===== config.mk =====
export PLATFORM = sky130hd
export DESIGN_NAME = vs_spi_target
export DESIGN_NICKNAME = d
export VERILOG_FILES = /design/src/rtl/vs_pkg.sv /design/src/rtl/vs_sdi_fifo.sv /design/src/rtl/vs_spi_target.sv
export SDC_FILE = /design/constraint.sdc
export NUM_CORES = 1
export LEC_CHECK = 0
export ABC_AREA = 1
export BUFFER_PORTS_ARGS = -buffer_cell sky130_fd_sc_hd__buf_4
export CORE_ASPECT_RATIO = 2
export CORE_MARGIN = 3
export CORE_UTILIZATION = 40
export CTS_CLUSTER_DIAMETER = 80
export DETAILED_ROUTE_END_ITERATION = 8
export GPL_ROUTABILITY_DRIVEN = 0
export PLACE_DENSITY_LB_ADDON = 0.15
export SLEW_MARGIN = 20
export SYNTH_ARGS = -nofsm -noshare
export SYNTH_HDL_FRONTEND = slang
export SYNTH_HIERARCHICAL = 1
export SYNTH_SLANG_ARGS = --single-unit

===== constraint.sdc =====
create_clock -name CLK -period 9.7 [get_ports CLK]
set_input_delay 1.94 -clock CLK [delete_from_list [all_inputs] [get_ports CLK]]
set_output_delay 1.94 -clock CLK [all_outputs]
set_load 0.02 [all_outputs]

===== src/rtl/vs_pkg.sv =====
// Shared VS1003B serial-side constants and state encoding.
// The MP3 controller imports this package too, so keep values stable.
package vs_pkg;
    localparam logic [7:0] OP_WRITE = 8'h02;
    localparam logic [7:0] OP_READ  = 8'h03;
    localparam logic [3:0] REG_MODE = 4'h0;
    localparam logic [3:0] REG_VOL  = 4'hB;
    localparam int SM_RESET_BIT = 2;

    typedef enum logic [2:0] {
        ST_BOOT,
        ST_IDLE,
        ST_SCI_CMD,
        ST_SCI_WR,
        ST_SCI_RD,
        ST_SDI,
        ST_ERR
    } vs_state_t;
endpackage


===== src/rtl/vs_sdi_fifo.sv =====
// Synchronous byte FIFO for SDI data; wrap-around pointers one bit wider than the address.
module vs_sdi_fifo
    import vs_pkg::*;
#(
    parameter int DEPTH = 64
) (
    input  logic                     CLK,
    input  logic                     RST,
    input  logic                     clr,
    input  logic                     push,
    input  logic [7:0]               push_data,
    input  logic                     pop,
    output logic [7:0]               head,
    output logic                     full,
    output logic                     empty,
    output logic [$clog2(DEPTH):0]   free
);
    localparam int AW = $clog2(DEPTH);
    localparam logic [AW:0] DEPTH_W = (AW+1)'(DEPTH);
    localparam logic [AW:0] ONE     = (AW+1)'(1);

    logic [AW:0] wr_ptr;
    logic [AW:0] rd_ptr;
    logic [AW:0] used;
    logic [7:0]  mem [DEPTH];
    logic        do_push;
    logic        do_pop;

    assign used    = wr_ptr - rd_ptr;
    assign empty   = (used == '0);
    assign full    = (used == DEPTH_W);
    assign free    = DEPTH_W - used;
    assign do_push = push && !full;
    assign do_pop  = pop && !empty;
    assign head    = mem[rd_ptr[AW-1:0]];

    always_ff @(posedge CLK or negedge RST) begin
        if (!RST) begin
            wr_ptr <= '0;
            rd_ptr <= '0;
        end else if (clr) begin
            wr_ptr <= '0;
            rd_ptr <= '0;
        end else begin
            if (do_push) wr_ptr <= wr_ptr + ONE;
            if (do_pop)  rd_ptr <= rd_ptr + ONE;
        end
    end

    always_ff @(posedge CLK) begin
        if (do_push) mem[wr_ptr[AW-1:0]] <= push_data;
    end
endmodule


===== src/rtl/vs_spi_target.sv =====
// VS1003B serial-side target: SCI register access and SDI byte sink with DREQ flow control.
//   state   | meaning
//   BOOT    | post-reset delay, DREQ held low
//   IDLE    | waiting for XCS or XDCS
//   SCI_CMD | shifting opcode and address
//   SCI_WR  | shifting write data
//   SCI_RD  | driving register contents on SO
//   SDI     | collecting data bytes into the FIFO
//   ERR     | protocol error, wait for both selects high
module vs_spi_target
    import vs_pkg::*;
#(
    parameter int FIFO_DEPTH  = 64,
    parameter int DREQ_MARGIN = 32,
    parameter int BOOT_CYCLES = 1000
) (
    input  logic        CLK,
    input  logic        RST,
    input  logic        XRESET,
    input  logic        XCS,
    input  logic        XDCS,
    input  logic        SCLK,
    input  logic        SI,
    output logic        SO,
    output logic        DREQ,
    output logic [15:0] mode,
    output logic [15:0] vol,
    output logic [7:0]  byte_data,
    output logic        byte_valid,
    input  logic        byte_ready,
    output logic        ovf,
    output logic        frm_err
);
    localparam int FW = $clog2(FIFO_DEPTH);
    localparam int BW = $clog2(BOOT_CYCLES + 1);
    localparam logic [BW-1:0] BOOT_LOAD = BW'(BOOT_CYCLES);
    localparam logic [FW:0]   MARGIN_W  = (FW+1)'(DREQ_MARGIN);
    localparam logic [4:0]    SYNC_RST  = 5'b11100;

    logic [4:0]  sync1, sync2;
    logic        xreset_s, xcs_s, xdcs_s, sclk_s, si_s;
    logic        sclk_q, xcs_q, xdcs_q;
    logic        sclk_rise, sclk_fall, xcs_rise, xdcs_rise;

    vs_state_t   state_q, state_d;
    logic [5:0]  bit_cnt;
    logic [15:0] sh_q, shift_word, so_sh;
    logic [3:0]  addr_q;
    logic [BW-1:0] boot_cnt;
    logic        so_q, dreq_q, ovf_q, err_q, wr_pend, soft_pend;
    logic        err_set, push_req, wr_fire, dreq_d, soft_wr, fifo_clr;
    logic [15:0] regs [16];

    logic        fifo_full, fifo_empty;
    logic [FW:0] fifo_free;

    always_ff @(posedge CLK or negedge RST) begin
        if (!RST) begin
            sync1  <= SYNC_RST;
            sync2  <= SYNC_RST;
            sclk_q <= 1'b0;
            xcs_q  <= 1'b1;
            xdcs_q <= 1'b1;
        end else begin
            sync1  <= {XRESET, XCS, XDCS, SCLK, SI};
            sync2  <= sync1;
            sclk_q <= sclk_s;
            xcs_q  <= xcs_s;
            xdcs_q <= xdcs_s;
        end
    end

    assign {xreset_s, xcs_s, xdcs_s, sclk_s, si_s} = sync2;
    assign sclk_rise  = sclk_s & ~sclk_q;
    assign sclk_fall  = ~sclk_s & sclk_q;
    assign xcs_rise   = xcs_s & ~xcs_q;
    assign xdcs_rise  = xdcs_s & ~xdcs_q;
    assign shift_word = {sh_q[14:0], si_s};

    always_ff @(posedge CLK or negedge RST) begin
        if (!RST)           state_q <= ST_BOOT;
        else if (!xreset_s) state_q <= ST_BOOT;
        else                state_q <= state_d;
    end

    always_comb begin
        state_d = state_q;
        case (state_q)
            ST_BOOT:    if (boot_cnt == '0) state_d = ST_IDLE;
            ST_IDLE: begin
                if (!xcs_s && xdcs_s)       state_d = ST_SCI_CMD;
                else if (xcs_s && !xdcs_s)  state_d = ST_SDI;
                else if (!xcs_s && !xdcs_s) state_d = ST_ERR;
            end
            ST_SCI_CMD: begin
                if (xcs_rise) state_d = ST_IDLE;
                else if (sclk_rise && bit_cnt == 6'd15) begin
                    if (shift_word[15:8] == OP_WRITE)     state_d = ST_SCI_WR;
                    else if (shift_word[15:8] == OP_READ) state_d = ST_SCI_RD;
                    else                                  state_d = ST_ERR;
                end
            end
            ST_SCI_WR, ST_SCI_RD: begin
                if (xcs_rise)
                    state_d = (bit_cnt == 6'd32 && soft_pend) ? ST_BOOT : ST_IDLE;
            end
            ST_SDI:     if (xdcs_rise) state_d = ST_IDLE;
            ST_ERR:     if (xcs_s && xdcs_s) state_d = ST_IDLE;
            default:    state_d = ST_IDLE;
        endcase
    end

    always_comb begin
        err_set  = 1'b0;
        push_req = 1'b0;
        wr_fire  = (state_q == ST_SCI_WR) && sclk_rise && (bit_cnt == 6'd31);
        dreq_d   = (state_q != ST_BOOT) && (fifo_free >= MARGIN_W) &&
                   !(state_q inside {ST_SCI_CMD, ST_SCI_WR, ST_SCI_RD});
        case (state_q)
            ST_IDLE:    err_set = !xcs_s && !xdcs_s;
            ST_SCI_CMD: err_set = xcs_rise || (sclk_rise && bit_cnt == 6'd15 &&
                                  shift_word[15:8] != OP_WRITE && shift_word[15:8] != OP_READ);
            ST_SCI_WR, ST_SCI_RD: err_set = xcs_rise && (bit_cnt != 6'd32);
            ST_SDI:     push_req = sclk_rise && (bit_cnt[2:0] == 3'd7);
            default:    ;
        endcase
    end

    assign soft_wr  = wr_pend && (addr_q == REG_MODE) && sh_q[SM_RESET_BIT];
    assign fifo_clr = !xreset_s || soft_wr;

    // SDI reuses the frame bit counter modulo 8; SCI counting stops at 32 so the data word holds.
    always_ff @(posedge CLK or negedge RST) begin
        if (!RST) begin
            bit_cnt <= '0; sh_q <= '0; addr_q <= '0; so_sh <= '0; so_q <= 1'b0;
            dreq_q <= 1'b0; ovf_q <= 1'b0; err_q <= 1'b0; wr_pend <= 1'b0;
            soft_pend <= 1'b0; boot_cnt <= BOOT_LOAD;
        end else if (!xreset_s) begin
            bit_cnt <= '0; sh_q <= '0; addr_q <= '0; so_sh <= '0; so_q <= 1'b0;
            dreq_q <= 1'b0; wr_pend <= 1'b0; soft_pend <= 1'b0; boot_cnt <= BOOT_LOAD;
        end else begin
            dreq_q  <= dreq_d;
            wr_pend <= wr_fire;
            if (err_set) err_q <= 1'b1;
            if (push_req && fifo_full) ovf_q <= 1'b1;

            if (state_q == ST_IDLE) bit_cnt <= '0;
            else if (sclk_rise && (state_q == ST_SDI || bit_cnt != 6'd32)) begin
                bit_cnt <= bit_cnt + 6'd1;
                sh_q    <= shift_word;
            end

            if (state_q == ST_SCI_CMD && sclk_rise && bit_cnt == 6'd15) addr_q <= shift_word[3:0];

            if (state_q == ST_SCI_CMD && state_d == ST_SCI_RD)
                so_sh <= regs[shift_word[3:0]];
            else if (state_q == ST_SCI_RD && sclk_fall) begin
                so_q  <= so_sh[15];
                so_sh <= {so_sh[14:0], 1'b0};
            end else if (state_q != ST_SCI_RD)
                so_q <= 1'b0;

            if (soft_wr) soft_pend <= 1'b1;
            else if (state_q == ST_BOOT) soft_pend <= 1'b0;

            if (state_q != ST_BOOT && state_d == ST_BOOT) boot_cnt <= BOOT_LOAD;
            else if (state_q == ST_BOOT && boot_cnt != '0) boot_cnt <= boot_cnt - BW'(1);
        end
    end

    always_ff @(posedge CLK or negedge RST) begin
        if (!RST) begin
            for (int i = 0; i < 16; i++) regs[i] <= '0;
        end else if (!xreset_s) begin
            for (int i = 0; i < 16; i++) regs[i] <= '0;
        end else if (wr_pend) begin
            if (addr_q == REG_MODE)
                regs[addr_q] <= sh_q & ~(16'd1 << SM_RESET_BIT);
            else
                regs[addr_q] <= sh_q;
        end
    end

    vs_sdi_fifo #(.DEPTH(FIFO_DEPTH)) u_fifo (
        .CLK       (CLK),
        .RST       (RST),
        .clr       (fifo_clr),
        .push      (push_req),
        .push_data (shift_word[7:0]),
        .pop       (byte_ready),
        .head      (byte_data),
        .full      (fifo_full),
        .empty     (fifo_empty),
        .free      (fifo_free)
    );

    assign SO         = so_q;
    assign DREQ       = dreq_q;
    assign mode       = regs[REG_MODE];
    assign vol        = regs[REG_VOL];
    assign byte_valid = !fifo_empty;
    assign ovf        = ovf_q;
    assign frm_err    = err_q;
endmodule


Yosys cells after proc, flatten, opt, wreduce, memory -nomap -nowiden
Memories as Yosys holds them, arrays and structs flattened. Cells that the tools add are included. W data, S select, Z words.

Bits in registers: 344. RAM bits: 512. Input port bits: 8. Output and inout bits: 45. Logic and storage cells: 190. Memories kept: 1.

$add $sub $neg: 6. Order comparisons: 4. Equality and inequality tests: 28. Multiplexer cells: 55. Bitwise gates (word level): 10. Reductions and logical operators: 51.

Memories: u_fifo.mem (words 64, bits a word 8, rd ports 1, clocked after Yosys merged registers in 0, write ports 1, RTL line vs_sdi_fifo.sv:25) `logic [7:0] mem [DEPTH];`.

Operators by type and width (count): $mux W256 (3); $bwmux W256 (2); $mux W16 (9); $bmux W16 S4 (1); $demux W16 S4 (1); $mux W3 (11); $mux W10 (3); $mux W7 (4); $logic_and A1 B1 Y1 (27); $mux W6 (3); $pmux W3 S6 (1); $eq A8 B2 Y1 const B (2); $ne A8 B2 Y1 const B (2); $eq A3 B3 Y1 const B (5); $ne A3 B1 Y1 const B (5); $add A7 B1 Y7 const B (2); $mux W1 (13); $ge A5 B5 Y1 const B (2); $logic_not A10 Y1 (1); $not A4 Y5 (2); $reduce_bool A10 Y1 (1); $sub A10 B1 Y10 const B (1); $mux W4 (2); $reduce_and A2 Y1 (4); other kinds (27) (47).

Depth between registers and ports, before layout
Gate-level depths: netlist (run 1).

Depth in word-level cells: 10. Gate-level depth with buffers: 16.

By module
The synthesis (run 1) kept the hierarchy.

By module, submodules not included: vs_sdi_fifo (times used 1, cells an instance 1912, area each 22267.6 µm²); vs_spi_target (times used 1, cells an instance 1818, area each 15531.1 µm²).

Least setup slack after synthesis (run 1)
No wires, ideal clock.

Kind: reg-to-output. Start: register u_fifo.wr_ptr[0]. End: output port byte_valid. Data arrival time: 2351 ps. Data required time: 7760 ps. Slack: 5409 ps. Stages on the path, launching flop included: 15. Path buffers: 1. Path through: dfrtp_1 > clkbuf_1 > inv_1 > ha_1 > inv_1 > fa_1 > inv_1 > ha_1 > inv_1 > nor2_4 > nand3_2 > nor2_4 > nand3_2 > inv_1 > inv_1.

Word-level cells in the longest chain between the ends: 3.

Ends and longest elaborated chain: from (decl) (RTL line vs_sdi_fifo.sv:22) `logic [AW:0] wr_ptr;`; from (signal assigned) (RTL line vs_sdi_fifo.sv:45) `if (do_push) wr_ptr <= wr_ptr + ONE;`; $sub A7 B7 Y7 (RTL line vs_sdi_fifo.sv:29) `assign used = wr_ptr - rd_ptr;`; $logic_not A7 Y1 (RTL line vs_sdi_fifo.sv:30) `assign empty = (used == '0);`; via fifo_empty (RTL line vs_spi_target.sv:54) `logic fifo_full, fifo_empty;`; $logic_not A1 Y1 (RTL line vs_spi_target.sv:201) `assign byte_valid = !fifo_empty;`; to (decl) (RTL line vs_spi_target.sv:29) `output logic byte_valid,`.

The timed path passes the listed nets, and every way through them passes these cells.

Final worst setup path (run 1)
Start: register u_fifo.rd_ptr[2]. End: output port byte_data[4].

Word-level cells in the longest chain between the ends: 1.

Ends and longest elaborated chain: from (decl) (RTL line vs_sdi_fifo.sv:23) `logic [AW:0] rd_ptr;`; from (signal assigned) (RTL line vs_sdi_fifo.sv:46) `if (do_pop) rd_ptr <= rd_ptr + ONE;`; $mem_v2 Z64 W8; to (decl) (RTL line vs_spi_target.sv:28) `output logic [7:0] byte_data,`.

No other way between the ends.

==> results of run 1 <==
-- cell type report --
cell class	instances	area [sq um]
Fill cell	8897	51700
Sequential cell	856	24000
Multi-Input combinational cell	2342	11500
Clock buffer	103	2180
Tap cell	1200	1500
Inverter	235	888
Timing Repair Buffer	105	858
Clock inverter	44	499
Antenna cell	1	2.50
-- path summary, 6_finish.rpt --
kind	end	slack, ns	depth (start not counted)
hold reg to reg	sync2[0]	0.35	0
setup / recovery	byte_data[4]	3.44	10
setup reg to reg	u_fifo/mem[4][1]	4.47	12
max in group asynchronous	sync2[0]	6.59	3
min in group asynchronous	mode[13]	1.37	1
hold / removal	sync2[0]	0.35	0
-- where the power goes --
group	leakage (uW)	internal, uW	switching (uW)	total, uW
clock	0.00129	1840	1430	3270
combinational	0.00510	34.2	133	168
sequential	0.00936	3850	17.4	3870
total	0.0158	5730	1580	7310
-- layer usage --
metal	track usage (%)	vias to the layer above	wire length, um
li1	-	12700	-
met1	26.6	13600	42900
met2	45.0	696	64700
met3	2.47	201	4390
met4	10.8	2	5310
met5	0	-	13
-- per-stage QoR --
| stage | utilization (%) | hold slack [ns] | setup WS [ns] | cell area (sq um) |
|---|---|---|---|---|
| after floorplan | - | 0.331 | 5.48 | 37800 |
| final | 44.5 | 0.350 | 3.44 | 41400 |
| after CTS | 44.5 | 0.343 | 3.37 | 41400 |
| after detailed placement | 41.6 | 0.340 | 4.12 | 38800 |
| after global routing | 44.5 | 0.361 | 3.31 | 41400 |
| after global placement | 41.6 | 0.339 | 4.11 | 38700 |
-- placed cells by master, fill, tap and decap left out, drive strengths merged, types with 2 or more instances in the layout --
master    instances
o22ai           119
buf             105
dfrtp           330
dfstp            14
xor2             15
bufinv            9
a31oi             3
o21a             13
clkinvlp          5
nand3b            2
ha               13
edfxtp          512
nor3             40
o221ai            4
o211ai           90
clkbuf          103
nand3           393
or2              17
o21ai           521
a21oi           137
nand4            34
nor2            479
clkinv           30
inv             235
nor4              2
nand2           453
-- state kept, by name (all words and copies together), names as in the netlist, 7 cells and up --
| signal | flops |
|---|---|
| u_fifo/rd_ptr | 7 |
| vol | 16 |
| regs | 224 |
| mode | 16 |
| u_fifo/wr_ptr | 7 |
| boot_cnt | 10 |
| sh_q | 16 |
| u_fifo/mem | 512 |
| so_sh | 16 |
==> flow_metrics.tcl, run 1 <==
set metrics [dict create \
    outcome "complete, no violations" \
    dr.first_iter.drc_count 2023 \
    dp_hpwl_mm 72.7 \
    cp_num_buf_inv 4 \
    worstHoldPathType "reg2reg" \
    clockBufferDepth 3 \
    timing.final.setup_violations 0 \
    synth_cells 3726 \
    clock_tree.root_cell "sky130_fd_sc_hd__clkbuf_16" \
    start_util_pct 40.6 \
    wl_mm 117 \
    tritoncts.num_buffers 80 \
    ioPinCount 53 \
    ctsHtreeMaxLevel 3 \
    cts_hold_buffers 0 \
    post_synth_instance_area_sq_um 37800 \
    critical_path_peak_fanout 20 \
    finalClockSkew_ns 0.0324 \
    tritoncts "built" \
    cts_sinks 856 \
    die_width_um 223 \
    timing.fmax_mhz 160 \
    path_common_cell "sky130_fd_sc_hd__buf_4" \
    worst_slew_margin_rel_pct 24.9 \
    clk_transition_reported_paths_ns 0.07 \
    antenna_found_initial 2 \
    stdcell_count 4886 \
    post_drt_wl_per_cell_um 24.0 \
    critical_path_end_type "output port" \
    slew_viol_final 0 \
    hold_viol_final 0 \
    drc 0 \
    crit_path_start "u_fifo/rd_ptr[2]" \
    placementRows 158 \
    die-height_um 441 \
    layout_min_cycle_time_ns 6.26 \
    worstMarginPinSlew_ns 1.12 \
    critPathMaxStageDelay_ns 0.89 \
    post_cts.repair.setup_buffers 0 \
    number_of_buffer_cells_added_on_primary_ports 52 \
    worst_ep_arrival_time_ns 4.32 \
    post_synth_net_total 3748 \
    pwr_density_cell_nw_per_um2 176 \
    synth_warnings 6 \
    first_global_vias 26900 \
    track_usage_pct 23.7 \
    path_cells "buf_4 -> nor2_2 -> buf_4 -> inv_2 -> a21oi_1 -> nor2_1 -> nand2_1 -> nand3_1 -> nand2_1 -> buf_4" \
    fraction_of_the_cycle_the_final_worst_path_needs_pct 64.6 \
    post_cts_resize_count 0 \
    r2r-start "u_fifo/rd_ptr[2]" \
    synth_area_per_cell_sq_um 10.1 \
    power.total_uw 7310 \
    cpMaxStageDelayCell "sky130_fd_sc_hd__dfrtp_1" \
    worst_setup_path_start_kind "flip-flop" \
    max-cap-violations 0 \
    grt_pass1_wl_mm 177 \
    viasPerCell 5.57 \
    design.die.area_sq_um 98400 \
    min_from "sync1[0]" \
    dr_total_vias 27200 \
    postRouteAntennaNets 0 \
    vdd_drop_max_uv 134 \
    worstSkewPairLatency_ns 0.68 \
    cell_count_post_placement 4738 \
    final_layout_size_suffix_gt1_share_pct 8.71 \
    top_cell_family_by_delay_on_the_critical_path "buffers and inverters" \
    core_area_sq_um 93100 \
    power.leakage_uw 0.0158 \
    nNetsFinal 3642 \
    fin_tns_setup_ns 0 \
    drt_pass1_iterations 9 \
    criticalPathCategory "reg2out" \
    rsz0062_at_grt "no" \
    maximum_number_of_pins_on_one_net_before_global_route_repair 197 \
    globalRouteOverflowTotal 0 \
    worst_ep_required_time_ns 7.76 \
    layout-area-overhead-vs-synth_pct 9.73 \
]
Note: power is estimated with default switching activity, not from simulation.
==> inputs of run 2 (changes only) <==
clock period = 5.7 ns   (was 9.7 ns; I/O delays follow)
==> run 2 against run 1 <==
Wire length is 2.1% lower. Largest power group unchanged. Cell area is 0.46% higher. Global-route usage is 0.44 points lower. Core utilization is 0.20 points higher. Via count is 0.19% lower. Non-clock buffer count is 33 higher. Clock-buffer cell count is 1 lower. Sequential share of layout area is 0.26 points lower. Largest cell class unchanged. Worst setup slack worse by 2.5 ns.
==> flow_metrics.tcl, run 2 (synthesis results as in run 1) <==
set metrics [dict create \
    clk_transition_reported_paths_ns 0.07 \
    power.total_uw 12400 \
    fin_tns_setup_ns 0 \
    die-height_um 441 \
    maximum_number_of_pins_on_one_net_before_global_route_repair 165 \
    viasPerCell 5.52 \
    clockBufferDepth 3 \
    worst_slew_margin_rel_pct 27.1 \
    dp_hpwl_mm 72.7 \
    layout_min_cycle_time_ns 4.77 \
    design.die.area_sq_um 98400 \
    holdWs_ns 0.349 \
    antenna_found_initial 2 \
    multi_input_area_sq_um 11400 \
    power.leakage_uw 0.0159 \
    highest_count_cells_in_the_layout_ignoring_fill_and_taps "sky130_fd_sc_hd__edfxtp_1, sky130_fd_sc_hd__o21ai_0, sky130_fd_sc_hd__nor2_1, sky130_fd_sc_hd__nand2_1, sky130_fd_sc_hd__nand3_1" \
    worst_setup_path_start_kind "flip-flop" \
    worstSkewPairLatency_ns 0.68 \
    start_util_pct 40.6 \
    rsz0062_at_grt "no" \
    critical_path_peak_fanout 113 \
    path_cells "inv_6 -> buf_4 -> nor2_1 -> o211ai_1 -> nand3_1 -> nand2_1 -> nand3_1 -> nand2_1 -> buf_4" \
    worst_ep_arrival_time_ns 3.63 \
    first_global_vias 27500 \
    worstMarginPinSlew_ns 1.09 \
    hold_viol_final 0 \
    track_usage_pct 23.3 \
    critical_path_end_type "output port" \
    seqCellArea_sq_um 24000 \
    layout-area-overhead-vs-synth_pct 10.2 \
    grt_use_met2_pct 44.4 \
    ctsHtreeMaxLevel 3 \
    number_of_buffer_cells_added_on_primary_ports 52 \
    tritoncts.num_buffers 79 \
    timing.final.setup_violations 0 \
    drc 0 \
    setup_slack_ns 0.933 \
    dr.first_iter.drc_count 1765 \
    clock_tree.root_cell "sky130_fd_sc_hd__clkbuf_16" \
    vdd_drop_max_uv 209 \
    nNetsFinal 3674 \
    globalRouteMet3Util_pct 2.60 \
    nFillCells 8859 \
    drt_pass1_iterations 7 \
    die_width_um 223 \
    post_drt_wl_per_cell_um 23.3 \
    wl_mm 115 \
    fraction_of_the_cycle_the_final_worst_path_needs_pct 83.6 \
    worstHoldPathType "reg2reg" \
    tritoncts "built" \
    criticalPathCategory "reg2out" \
    globalRouteOverflowTotal 0 \
    ioPinCount 53 \
    post_route_core_utilization_pct 44.7 \
    timing.fmax_mhz 210 \
    final_layout_size_suffix_gt1_share_pct 9.30 \
    worst_ep_required_time_ns 4.56 \
    cts_sinks 856 \
    largest_register_ff_count 512 \
    post_cts.repair.setup_buffers 0 \
    placementRows 158 \
    post_cts_resize_count 0 \
    place_ws_ns 1.56 \
    grt_pass1_wl_mm 174 \
    max-cap-violations 0 \
    grt_most_used_layer "met2" \
    grt.met1_usage_pct 25.4 \
    finalClockSkew_ns 0.0217 \
    postRouteAntennaNets 0 \
    outcome "complete, no violations" \
    pwr_density_cell_nw_per_um2 297 \
    cts_hold_buffers 0 \
    core_area_sq_um 93100 \
    slew_viol_final 0 \
    critPathMaxStageDelay_ns 0.67 \
    cpMaxStageDelayCell "sky130_fd_sc_hd__dfrtp_4" \
    mostFrequentLayoutCell "sky130_fd_sc_hd__edfxtp_1" \
    dr_total_vias 27200 \
]
-- run 2: report_power, final --
part	internal, uW	switching [uW]
Clock	3040	2470
Sequential	6550	26.8
Combinational	60.0	228
Total	9650	2720
-- run 2: final timing paths --
path	startpoint	end	slack [ns]	cells after the start
min	sync1[1]	sync2[1]	0.35	0
min reg2reg	sync1[1]	sync2[1]	0.35	0
max in group asynchronous	RST	sh_q[2]	3.87	2
min in group asynchronous	RST	mode[13]	0.46	1
max	u_fifo/rd_ptr[0]	byte_data[1]	0.93	9
max reg2reg	u_fifo/rd_ptr[1]	u_fifo/mem[53][5]	1.52	11
-- run 2: layout make-up --
cell class / instances / share of cell area (%)
tap: 1200 / 3.61
timing repair buffer: 138 / 2.70
sequential: 856 / 57.7
clock inverter: 46 / 1.27
multi-input combinational: 2342 / 27.5
antenna: 1 / 0.00601
inverter: 235 / 2.13
clock buffer: 102 / 5.10
-- run 2: metrics by stage --
stage | std cells | area, sq um
after detailed placement | 4771 | 39000
after floorplan | 3726 | 37800
after global routing | 4920 | 41600
after CTS | 4919 | 41600
after global placement | 4770 | 38900
final | 4920 | 41600
-- run 2: worst max-delay path: cells and delay by family, from the launching register on --
kind,cells,cell delay (ns)
buffers and inverters,3,1.25
AOI/OAI and AO/OA,1,0.35
and+or+nand+nor,5,0.60
DFF,1,0.67
-- run 2: metal layers --
layer,vias to the layer above,wire length [um]
met2,579,63100
met5,-,0
li1,12800,-
met4,0,5900
met3,212,3640
met1,13600,42200
